--- src/rtl/shift_stage_pkg.sv ---
// shift_stage_pkg: operand widths and shift op encodings shared by the shift stage
package shift_stage_pkg;

    localparam int DATA_W = 16;
    localparam int CNT_W  = 4;
    localparam int OP_W   = 2;

    localparam logic [OP_W-1:0] OP_SRA = 2'b00;
    localparam logic [OP_W-1:0] OP_SRL = 2'b01;
    localparam logic [OP_W-1:0] OP_ROL = 2'b10;
    localparam logic [OP_W-1:0] OP_SLL = 2'b11;

endpackage

--- src/rtl/shift_stage_shifter.sv ---
// shift_stage_shifter: 16-bit combinational barrel shifter (SRA, SRL, ROL, SLL)
module shift_stage_shifter
    import shift_stage_pkg::*;
(
    input  logic [DATA_W-1:0] data_i,
    input  logic [CNT_W-1:0]  cnt_i,
    input  logic [OP_W-1:0]   op_i,
    output logic [DATA_W-1:0] res_o
);

    logic [DATA_W-1:0]   sra;
    logic [2*DATA_W-1:0] dbl;

    // Rotate is taken from the upper half of the doubled operand shifted left
    always_comb begin
        sra   = DATA_W'($signed(data_i) >>> cnt_i);
        dbl   = {data_i, data_i} << cnt_i;
        res_o = (op_i == OP_SRA) ? sra :
                (op_i == OP_SRL) ? data_i >> cnt_i :
                (op_i == OP_ROL) ? dbl[2*DATA_W-1:DATA_W] :
                                   data_i << cnt_i;
    end

endmodule

--- src/rtl/shift_stage.sv ---
// shift_stage: request FIFO feeding a barrel shifter with a registered, back-pressured output
module shift_stage
    import shift_stage_pkg::*;
#(
    parameter int TAG_W = 3,
    parameter int DEPTH = 2
) (
    input  logic                       clk,
    input  logic                       rst_n,
    input  logic                       flush,
    input  logic                       in_valid,
    output logic                       in_ready,
    input  logic [15:0]                in_data,
    input  logic [3:0]                 in_cnt,
    input  logic [1:0]                 in_op,
    input  logic [TAG_W-1:0]           in_tag,
    output logic                       out_valid,
    input  logic                       out_ready,
    output logic [15:0]                out_data,
    output logic [TAG_W-1:0]           out_tag,
    output logic                       out_zero,
    output logic [$clog2(DEPTH):0]     occupancy
);

    localparam int PTR_W = $clog2(DEPTH);
    localparam int OCC_W = PTR_W + 1;

    logic [DATA_W-1:0] data_q [DEPTH];
    logic [DATA_W-1:0] data_d [DEPTH];
    logic [CNT_W-1:0]  cnt_q  [DEPTH];
    logic [CNT_W-1:0]  cnt_d  [DEPTH];
    logic [OP_W-1:0]   op_q   [DEPTH];
    logic [OP_W-1:0]   op_d   [DEPTH];
    logic [TAG_W-1:0]  tag_q  [DEPTH];
    logic [TAG_W-1:0]  tag_d  [DEPTH];

    logic [PTR_W-1:0]  wr_ptr_q, wr_ptr_d, rd_ptr_q, rd_ptr_d;
    logic [OCC_W-1:0]  occ_q, occ_d;
    logic              out_valid_q, out_valid_d;
    logic [DATA_W-1:0] out_data_q, out_data_d;
    logic [TAG_W-1:0]  out_tag_q, out_tag_d;
    logic              out_zero_q, out_zero_d;

    logic              push, pop;
    logic [DATA_W-1:0] sh_res;

    // Acceptance depends only on occupancy so in_ready never combinationally follows out_ready
    assign in_ready  = occ_q < OCC_W'(DEPTH);
    assign push      = in_valid && in_ready && !flush;
    assign pop       = (occ_q != '0) && (!out_valid_q || out_ready) && !flush;
    assign out_valid = out_valid_q;
    assign out_data  = out_data_q;
    assign out_tag   = out_tag_q;
    assign out_zero  = out_zero_q;
    assign occupancy = occ_q;

    shift_stage_shifter shifter (
        .data_i (data_q[rd_ptr_q]),
        .cnt_i  (cnt_q[rd_ptr_q]),
        .op_i   (op_q[rd_ptr_q]),
        .res_o  (sh_res)
    );

    // Next state: FIFO write at tail, head result into the output register on pop, flush clears control
    always_comb begin
        data_d      = data_q;
        cnt_d       = cnt_q;
        op_d        = op_q;
        tag_d       = tag_q;
        if (push) begin
            data_d[wr_ptr_q] = in_data;
            cnt_d[wr_ptr_q]  = in_cnt;
            op_d[wr_ptr_q]   = in_op;
            tag_d[wr_ptr_q]  = in_tag;
        end
        wr_ptr_d    = flush ? '0 : push ? wr_ptr_q + PTR_W'(1) : wr_ptr_q;
        rd_ptr_d    = flush ? '0 : pop  ? rd_ptr_q + PTR_W'(1) : rd_ptr_q;
        occ_d       = flush ? '0 : occ_q + OCC_W'(push) - OCC_W'(pop);
        out_valid_d = flush ? 1'b0 : pop ? 1'b1 : out_ready ? 1'b0 : out_valid_q;
        out_data_d  = pop ? sh_res : out_data_q;
        out_tag_d   = pop ? tag_q[rd_ptr_q] : out_tag_q;
        out_zero_d  = pop ? (sh_res == '0) : out_zero_q;
    end

    // State registers with asynchronous active-low reset
    always_ff @(posedge clk or negedge rst_n) begin
        if (!rst_n) begin
            data_q      <= '{default: '0};
            cnt_q       <= '{default: '0};
            op_q        <= '{default: '0};
            tag_q       <= '{default: '0};
            wr_ptr_q    <= '0;
            rd_ptr_q    <= '0;
            occ_q       <= '0;
            out_valid_q <= 1'b0;
            out_data_q  <= '0;
            out_tag_q   <= '0;
            out_zero_q  <= 1'b0;
        end else begin
            data_q      <= data_d;
            cnt_q       <= cnt_d;
            op_q        <= op_d;
            tag_q       <= tag_d;
            wr_ptr_q    <= wr_ptr_d;
            rd_ptr_q    <= rd_ptr_d;
            occ_q       <= occ_d;
            out_valid_q <= out_valid_d;
            out_data_q  <= out_data_d;
            out_tag_q   <= out_tag_d;
            out_zero_q  <= out_zero_d;
        end
    end

endmodule

--- config.mk ---
export PLATFORM = sky130hd
export DESIGN_NAME = shift_stage
export DESIGN_NICKNAME = d
export VERILOG_FILES = /design/src/rtl/shift_stage_pkg.sv /design/src/rtl/shift_stage_shifter.sv /design/src/rtl/shift_stage.sv
export SDC_FILE = /design/constraint.sdc
export NUM_CORES = 1
export LEC_CHECK = 0
export BUFFER_PORTS_ARGS = -buffer_cell sky130_fd_sc_hd__buf_2
export CORE_ASPECT_RATIO = 0.7
export CORE_UTILIZATION = 40
export DETAILED_ROUTE_END_ITERATION = 10
export PLACE_DENSITY = 0.63
export SLEW_MARGIN = 20
export SYNTH_ARGS = -nofsm -noshare
export SYNTH_HDL_FRONTEND = slang
export SYNTH_SLANG_ARGS = --single-unit
export TNS_END_PERCENT = 1
--- constraint.sdc ---
create_clock -name clk -period 2.3 [get_ports clk]
set_input_delay 0.345 -clock clk [delete_from_list [all_inputs] [get_ports clk]]
set_output_delay 0.345 -clock clk [all_outputs]
set_load 0.01 [all_outputs]
# After elaboration in Yosys (flattened, before gate mapping)
# Index checks and enable logic that the tools add are counted.
# W data, S select, Z words.
[totals]
reg_bits = 75
in_bits = 30
output_inout_bits = 24
wordCells = 80
[classes]
addsub = 4
magnitude_cmp = 4
n_eq_ne = 2
n_shift = 4
mux = 35
bitwise_logic = 2
n_reduce_logical = 14
[op_table]
columns = ["operator", "count"]
rows = [
  ["$mux W16", 7],
  ["$bwmux W32", 1],
  ["$shl A32 B4 Y32", 1],
  ["$demux W16 S1", 1],
  ["$logic_not A16 Y1", 1],
  ["$mux W4", 4],
  ["$shl A16 B4 Y16", 1],
  ["$shr A16 B4 Y16", 1],
  ["$sshr A16 B4 Y16", 1],
  ["$mux W3", 4],
  ["$mux W2", 5],
  ["$bwmux W8", 1],
  ["$mux W1", 7],
  ["$bwmux W6", 1],
  ["$reduce_bool A2 Y1", 3],
  ["$logic_and A1 B1 Y1", 5],
  ["$bwmux W4", 1],
  ["$demux W4 S1", 1],
  ["$ge A2 B2 Y1 const B", 2],
  ["$not A1 Y2", 2],
  ["$demux W3 S1", 1],
  ["$reduce_bool A3 Y1", 1],
  ["$add A1 B1 Y1 const B", 2],
  ["$add A2 B1 Y2", 1],
  ["other kinds (9)", 10],
]

# Longest topological paths before layout
# Gate-level depths: netlist of run 1.
[depth]
word_depth = 9
mapped_depth = 13

# By module
# Synthesis of run 1 repeated with hierarchy kept, for this count alone.
[hier_totals]
hier_cells = 481
hier_area_um2 = 5215.0
[modules_own_cells]
columns = ["mod", "n_inst", "cells_each", "area_each_um2", "seq_area_each_um2"]
rows = [
  ["shift_stage", 1, 216, 3224.3, 1876.8],
  ["shift_stage_shifter", 1, 265, 1990.7, 0.0],
]

# Least setup slack after synthesis of run 1
# No wires, ideal clock.
[synth_path]
path_kind = "reg2reg"
start = "register cnt_q[0] (netlist bit)"
end = "register out_zero_q, in the netlist out_zero"
setup_time_ns = 0.095
t_arrival_ns = 2.403
required_time_ns = 2.205
setup_slack_ns = -0.199
path_stages_with_launch = 12
path_buffers = 2
synth_period_minus_slack_ns = 2.499
path_cell_list = "dfrtp_1 -> buf_6 -> and2_4 -> buf_6 -> a22o_4 -> or2_0 -> mux4_2 -> nor2_2 -> o21ai_2 -> nor4b_2 -> nand4_1 -> o31ai_1"
[synth_via]
elab_chain_cells = 8
[synth_lines]
columns = ["element", "line", "text"]
rows = [
  ["from (decl)", "shift_stage.sv:30", "logic [CNT_W-1:0] cnt_q [DEPTH];"],
  ["from (signal assigned)", "shift_stage.sv:101", "cnt_q <= cnt_d;"],
  ["$mux W4 (implied by the code) * (3 in series)", "shift_stage.sv:59", ".cnt_i (cnt_q[rd_ptr_q]),"],
  ["$shl A16 B4 Y16 or $shl A32 B4 Y32 (tied branches)", "shift_stage_shifter.sv:21, shift_stage_shifter.sv:17", ""],
  ["$mux W16", "shift_stage_shifter.sv:20", "(op_i == OP_ROL) ? dbl[2*DATA_W-1:DATA_W] :"],
  ["$mux W16", "shift_stage_shifter.sv:19", "(op_i == OP_SRL) ? data_i >> cnt_i :"],
  ["$mux W16 *", "shift_stage_shifter.sv:18", "res_o = (op_i == OP_SRA) ? sra :"],
  ["$logic_not A16 Y1 *", "shift_stage.sv:82", "out_zero_d = pop ? (sh_res == '0) : out_zero_q;"],
  ["to (signal assigned)", "shift_stage.sv:110", "out_zero_q <= out_zero_d;"],
  ["to (decl)", "shift_stage.sv:42", "logic out_zero_q, out_zero_d;"],
]
# Every way passes the cells marked *; elsewhere a longest branch is shown, timed or not. The select of a mux whose other input is x is not followed.
# A chain may end at the register's enable or synchronous reset.

# Final worst setup path of run 1
[layout_path]
start = "register rd_ptr_q"
end = "register out_zero_q, in the netlist out_zero"
[layout_via]
elab_chain_cells = 9
[layout_lines]
columns = ["element", "line", "text"]
rows = [
  ["from (decl)", "shift_stage.sv:37", "logic [PTR_W-1:0] wr_ptr_q, wr_ptr_d, rd_ptr_q, rd_ptr_d;"],
  ["from (signal assigned)", "shift_stage.sv:105", "rd_ptr_q <= rd_ptr_d;"],
  ["$not A1 Y2 (implied by the code) *", "shift_stage.sv:58, shift_stage.sv:59, shift_stage.sv:60", ""],
  ["$mux W16 (implied by the code) (tied with other cells) (3 in series)", "shift_stage.sv:58", ".data_i (data_q[rd_ptr_q]),"],
  ["$shl A16 B4 Y16 (tied with other cells)", "shift_stage_shifter.sv:21", "data_i << cnt_i;"],
  ["$mux W16", "shift_stage_shifter.sv:20", ""],
  ["$mux W16", "shift_stage_shifter.sv:19", ""],
  ["$mux W16 *", "shift_stage_shifter.sv:18", ""],
  ["$logic_not A16 Y1 *", "shift_stage.sv:82", ""],
]
# Marked as above.

==> results of run 1 <==
state kept, by name, summed over array words and instances, names as in the netlist, 2 cells and up:
signal     flops
out_data      16
data_q        32
out_tag        3
op_q           4
tag_q          6
occupancy      2
cnt_q          8
repair_timing:
item / 4_1_cts / 5_1_grt
pin swaps: 4 / 23
gates cloned: 0 / 3
buffers inserted: 4 / 16
gates resized for setup: 25 / 66
hold buffers: 0 / 0
setup endpoints to repair: 17 / 17
stage by stage:
stage | area, sq um | util | instances | TNS (ps)
floorplan | 5175 | - | 579 | -182.0
global placement | 6706 | 0.5362 | 918 | -7046
detailed placement | 6706 | 0.5362 | 918 | -7369
CTS | 7149 | 0.5716 | 938 | -4276
global route | 7570 | 0.6052 | 956 | -6244
finish | 7570 | 0.6052 | 956 | -4704
path summary, 6_finish.rpt:
kind	start	endpoint	slack (ps)	cells past startpoint
worst min-delay path	rst_n	wr_ptr_q$_DFFE_PN0P_	10	1
worst min register to register	out_data[12]$_DFFE_PN0P_	out_data[12]$_DFFE_PN0P_	470	2
min in group clk	in_op[0]	op_q[0]$_DFFE_PN0P_	230	3
max in group asynchronous	rst_n	out_data[0]$_DFFE_PN0P_	1590	2
worst max register to register	rd_ptr_q$_DFFE_PN0P_	out_zero$_DFFE_PN0P_	-520	12
worst max-delay path	rd_ptr_q$_DFFE_PN0P_	out_zero$_DFFE_PN0P_	-520	12
metal layers:
metal  routed length (um)  vias up
li1                     -     2611
met2                 8629      234
met5                    0        -
met4                  469        0
met3                 1231       39
met1                 9937     2698
layout by cell type, fill, tap and decap left out, types with 9 or more instances in the layout:
cell type,netlist,routed
buf_4,4,171
nand2_1,75,74
dfrtp_1,75,73
mux2_2,55,55
buf_2,12,52
nor2_1,55,41
o21ai_0,43,35
a21oi_1,30,27
mux2i_1,24,21
nor3_1,21,18
a22o_1,20,14
nor2_2,2,13
nand3_1,13,13
a22oi_1,17,10
clkbuf_16,0,9
area by class of cell:
cell class	instances	area, sq um	area share
Multi-Input combinational cell	461	3421	0.4519
Sequential cell	75	1879	0.2483
Timing Repair Buffer	236	1725	0.2279
Clock buffer	10	229.0	0.03025
Tap cell	162	202.7	0.02678
Clock inverter	6	90.09	0.01190
Inverter	6	22.52	0.002975
kinds of logic (layout without fill, tap and decap cells):
group / after synthesis / after routing
XOR/XNOR: 4 / 4
buffers and inverters: 45 / 258
AO/OA/AOI/OAI: 178 / 178
multiplexers: 81 / 81
flip-flops: 75 / 75
adder cells (fa/ha/maj): 2 / 2
AND/OR/NAND/NOR: 194 / 196
worst max-delay path, stage by stage (launching register included):
cell and delay, ps:
dfrtp_2 420, buf_6 140, buf_8 130, and2_2 210
a22o_1 290, nor2_1 310, buf_4 180, o21ai_0 70
nand2_1 150, a31oi_2 140, nor4b_2 310, nand4_1 110
o31ai_1 240
==> results_dict.tcl, run 1 <==
set metrics [dict create \
    status "finished with violations" \
    violations "negative setup slack" \
    synthTopCellsByCount "75 x dfrtp_1, 75 x nand2_1, 55 x mux2_2, 55 x nor2_1, 43 x o21ai_0" \
    fillers 1117 \
    cp-end-kind "flop" \
    cp.required_ps 2550 \
    synth.yosys.seq_area_share 0.3627 \
    die_w_um 138.0 \
    start_util 0.4138 \
    synth.area.top_cells "dfrtp_1 36%, mux2_2 12%, nand2_1 5.4%, mux2i_1 4.6%, o21ai_0 4.2%" \
    num_rows 34 \
    tritoncts "done" \
    use_met2 0.4442 \
    post-route-drc-count 0 \
    ios 54 \
    dp_hpwl_mm 15.56 \
    grt.busiest_layer "met1" \
    cts_root_buffer "clkbuf_16" \
    wl_per_cell_um 21.20 \
    routed_via_density 5.839 \
    antenna_found_initial 0 \
    synth_top_family_by_area "compound AO/OA/AOI/OAI gates" \
    grt_max_degree 53 \
    area_growth_syn_to_layout_pct 46.28 \
    grt_pass1_wl_mm 31.03 \
    cts_inserted_buffers 9 \
    rsz0062_at_grt "true" \
    grt_util_met3 0.06155 \
    gr-usage-all-layers 0.3071 \
    fin_nets 821 \
    vias 5582 \
    ys_ff_latch 75 \
    pre_cts_ws_ps -640.0 \
    synth_ff_type "dfrtp_1" \
    diodes 0 \
    hold_viol_final 0 \
    clock_sinks 75 \
    path_max_fanout 7 \
    syn_inst 579 \
    crit_type "reg -> reg" \
    syn_area_sq_mm 0.005175 \
    met1_usage 0.4562 \
    synth_xor_area_frac 0.006770 \
    synth_top_area_share 0.3627 \
    async_flop_share 1.000 \
    setup_viol 17 \
    dieHeight_um 97.17 \
    fin_crit_sh 1.225 \
    fin_ws_ps -517.5 \
    synth.mux.area_fraction 0.1731 \
    fin_crit_ps 2817 \
    yosys.area_share.simple 0.1695 \
    port_buffers 53 \
    ant_nets 0 \
    overflow 0 \
    h-tree-depth 3 \
    synth-compound-area-share 0.2389 \
    tightest_slew_ps 665.6 \
    start_kind "flop" \
    coreArea_sq_mm 0.01251 \
    avgSynthCellArea_sq_um 8.938 \
    synth_edf_count 0 \
    max_freq_ghz 0.3549 \
    grt_pass1_vias 5342 \
    wl_mm 20.27 \
    synth_cell_types 62 \
    synth.yosys.warnings 0 \
    clk_latency_ps 340 \
    routabilityCongestion 0.9284 \
    synthAdderAreaFrac 0.004836 \
    drtPass1Iterations 5 \
    path_clk_slew_ps 70 \
    yosysTopAreaCell "dfrtp_1" \
    hold_slack_ps 14.44 \
    slew_violations 0 \
    maxCapViolations 0 \
    critPathArrivalTime_ps 3070 \
    first_iter_violations 476 \
    hold_path_class "in -> async" \
    skew_ps 7.352 \
    syn_nets 611 \
    cts.path.max_buffers 2 \
    drive_gt1_frac 0.4773 \
    slew_headroom 0.5563 \
    die-area_sq_mm 0.01340 \
]
Power of run 1 is left out: the tool's default activity adds up to more than one toggle a clock period on the data nets, which glitch-free logic cannot reach.
==> inputs of run 2 (changes only) <==
- CTS_CLUSTER_DIAMETER: not set -> 200
- GPL_TIMING_DRIVEN: not set -> 0
- SKIP_LAST_GASP: not set -> 1
==> run 2 against run 1 <==
Compared with the run above: the flow still finishes with violations (negative setup slack); critical path type unchanged; register-to-register slack got worse by 60 ps; via count decreased by 5.7%; sequential cell count did not move; largest cell class unchanged; setup slack worse by 60 ps; highest routed layer unchanged; critical endpoint unchanged; sequential share of layout area increased by 4.5 points.
==> results_dict.tcl, run 2 (synthesized netlist as in run 1, its figures left out) <==
set metrics [dict create \
    status "finished with violations" \
    maxCapViolations 0 \
    regMostFlops "data_q" \
    slew_violations 0 \
    max_freq_ghz 0.3476 \
    clock_sinks 75 \
    path_max_fanout 10 \
    slew_headroom 0.4620 \
    drive_gt1_frac 0.3359 \
    violations "negative setup slack" \
    dp.cells 795 \
    cp.required_ps 2550 \
    path_clk_slew_ps 70 \
    tritoncts "done" \
    wl_mm 20.16 \
    fin_nets 682 \
    design_area_sq_mm 0.006414 \
    overflow 0 \
    cp-end-kind "flop" \
    layout_common_cells "73 x dfrtp_1, 72 x nand2_1, 54 x mux2_2, 54 x buf_2, 45 x nor2_1" \
    gr-usage-all-layers 0.3136 \
    instances_no_fill 817 \
    crit_type "reg -> reg" \
    postLayoutCoreUtil 0.5128 \
    wl_per_cell_um 24.68 \
    cts_root_buffer "clkbuf_16" \
    routed_via_density 6.442 \
    die_w_um 138.0 \
    ios 54 \
    tightest_slew_ps 804.0 \
    largest_register_ffs 32 \
    grt_pass1_wl_mm 31.10 \
    first_iter_violations 576 \
    fin_ws_ps -577.1 \
    vias 5263 \
    routabilityCongestion 0.9575 \
    fillers 1203 \
    antenna_found_initial 0 \
    grt_max_degree 51 \
    area_growth_syn_to_layout_pct 23.94 \
    cts.path.max_buffers 2 \
    final_common_cell "dfrtp_1" \
    skew_ps 12.34 \
    dieHeight_um 97.17 \
    hold_viol_final 0 \
    dp_hpwl_mm 15.38 \
    fin_crit_sh 1.251 \
    start_util 0.4138 \
    fin_crit_ps 2877 \
    ant_nets 0 \
    num_rows 34 \
    start_kind "flop" \
    cp_slowest_cell "nor2_1" \
    rsz0062_at_grt "true" \
    die-area_sq_mm 0.01340 \
    cp_cell_sequence "buf_6, nor2b_4, buf_6, a22o_1, nor2_1, a21oi_1, o21ai_1, o22ai_1, nor2_1, nand4b_1, o31ai_1" \
    post-route-drc-count 0 \
    placed_cell_area_sq_mm 0.005673 \
    coreArea_sq_mm 0.01251 \
    grt_pass1_vias 5144 \
    critical_path.max_stage_delay_ps 390 \
    port_buffers 53 \
    clk_latency_ps 350 \
    setup_viol 55 \
    drtPass1Iterations 6 \
    h-tree-depth 3 \
    hold_path_class "in -> reg" \
    hold_slack_ps 235.0 \
    cts_inserted_buffers 9 \
    diodes 0 \
    critPathArrivalTime_ps 3130 \
]
[run 2: changes by cell type in the layout (fill, tap and decap cells not counted), sizes merged]
cell and change:
buf -156, clkbuf +18, and2 -1, clkinvlp -1
dlygate4sd3 +1, inv +1, nor2b -1
[run 2: final timing paths]
kind | endpoint | slack (ps) | start | depth (start not counted)
worst max-delay path | out_zero$_DFFE_PN0P_ | -580 | rd_ptr_q$_DFFE_PN0P_ | 11
worst min-delay path | op_q[0]$_DFFE_PN0P_ | 230 | in_op[0] | 3
worst max register to register | out_zero$_DFFE_PN0P_ | -580 | rd_ptr_q$_DFFE_PN0P_ | 11
worst min register to register | out_data[14]$_DFFE_PN0P_ | 470 | out_data[14]$_DFFE_PN0P_ | 2
max in group asynchronous | data_q[29]$_DFFE_PN0P_ | 1270 | rst_n | 3
min in group asynchronous | occupancy[1]$_DFF_PN0_ | 450 | rst_n | 2
[run 2: routing by layer]
metal	wire length, um	GRT usage	part of all wire	up-vias
met2	8502	0.4431	0.42	251
met4	271	0.06104	0.013	0
met3	1701	0.08190	0.084	34
li1	-	-	-	2317
met5	0	0	0	-
met1	9686	0.4744	0.48	2661
[run 2: repair_timing]
action / CTS / global route
setup buffers: 6 / 0
hold buffers: 1 / 0
resized for setup: 86 / 16
endpoints found under the hold margin: 25 / 0
pin swaps: 15 / 5
setup endpoints to repair: 55 / 57
[run 2: layout make-up]
cell class / instances / area, sq um / area share
multi-input cells: 459 / 3371 / 0.5256
flip-flops and latches: 75 / 1879 / 0.2930
repair buffers: 61 / 350.3 / 0.05462
plain buffers: 38 / 271.5 / 0.04233
clock buffers: 10 / 229.0 / 0.03570
well taps: 162 / 202.7 / 0.03160
clock inverters: 6 / 87.58 / 0.01366
inverters: 6 / 22.52 / 0.003512
[run 2: critical path: cells and delay by family (launching register included)]
kind / cells / cell delay [ps]
AND/OR/NAND/NOR: 4 / 880
AO/OA/AOI/OAI: 5 / 1220
buffers and inverters: 2 / 290
flip-flops: 1 / 370
[run 2: per-stage QoR]
stage,worst slack [ps],TNS [ps]
floorplan,-169.4,-182.0
global placement,-1182,-18470
detailed placement,-1127,-20190
CTS,-478.3,-13360
global route,-605.9,-22080
finish,-577.1,-14440
Power of run 2 is left out for the same reason.
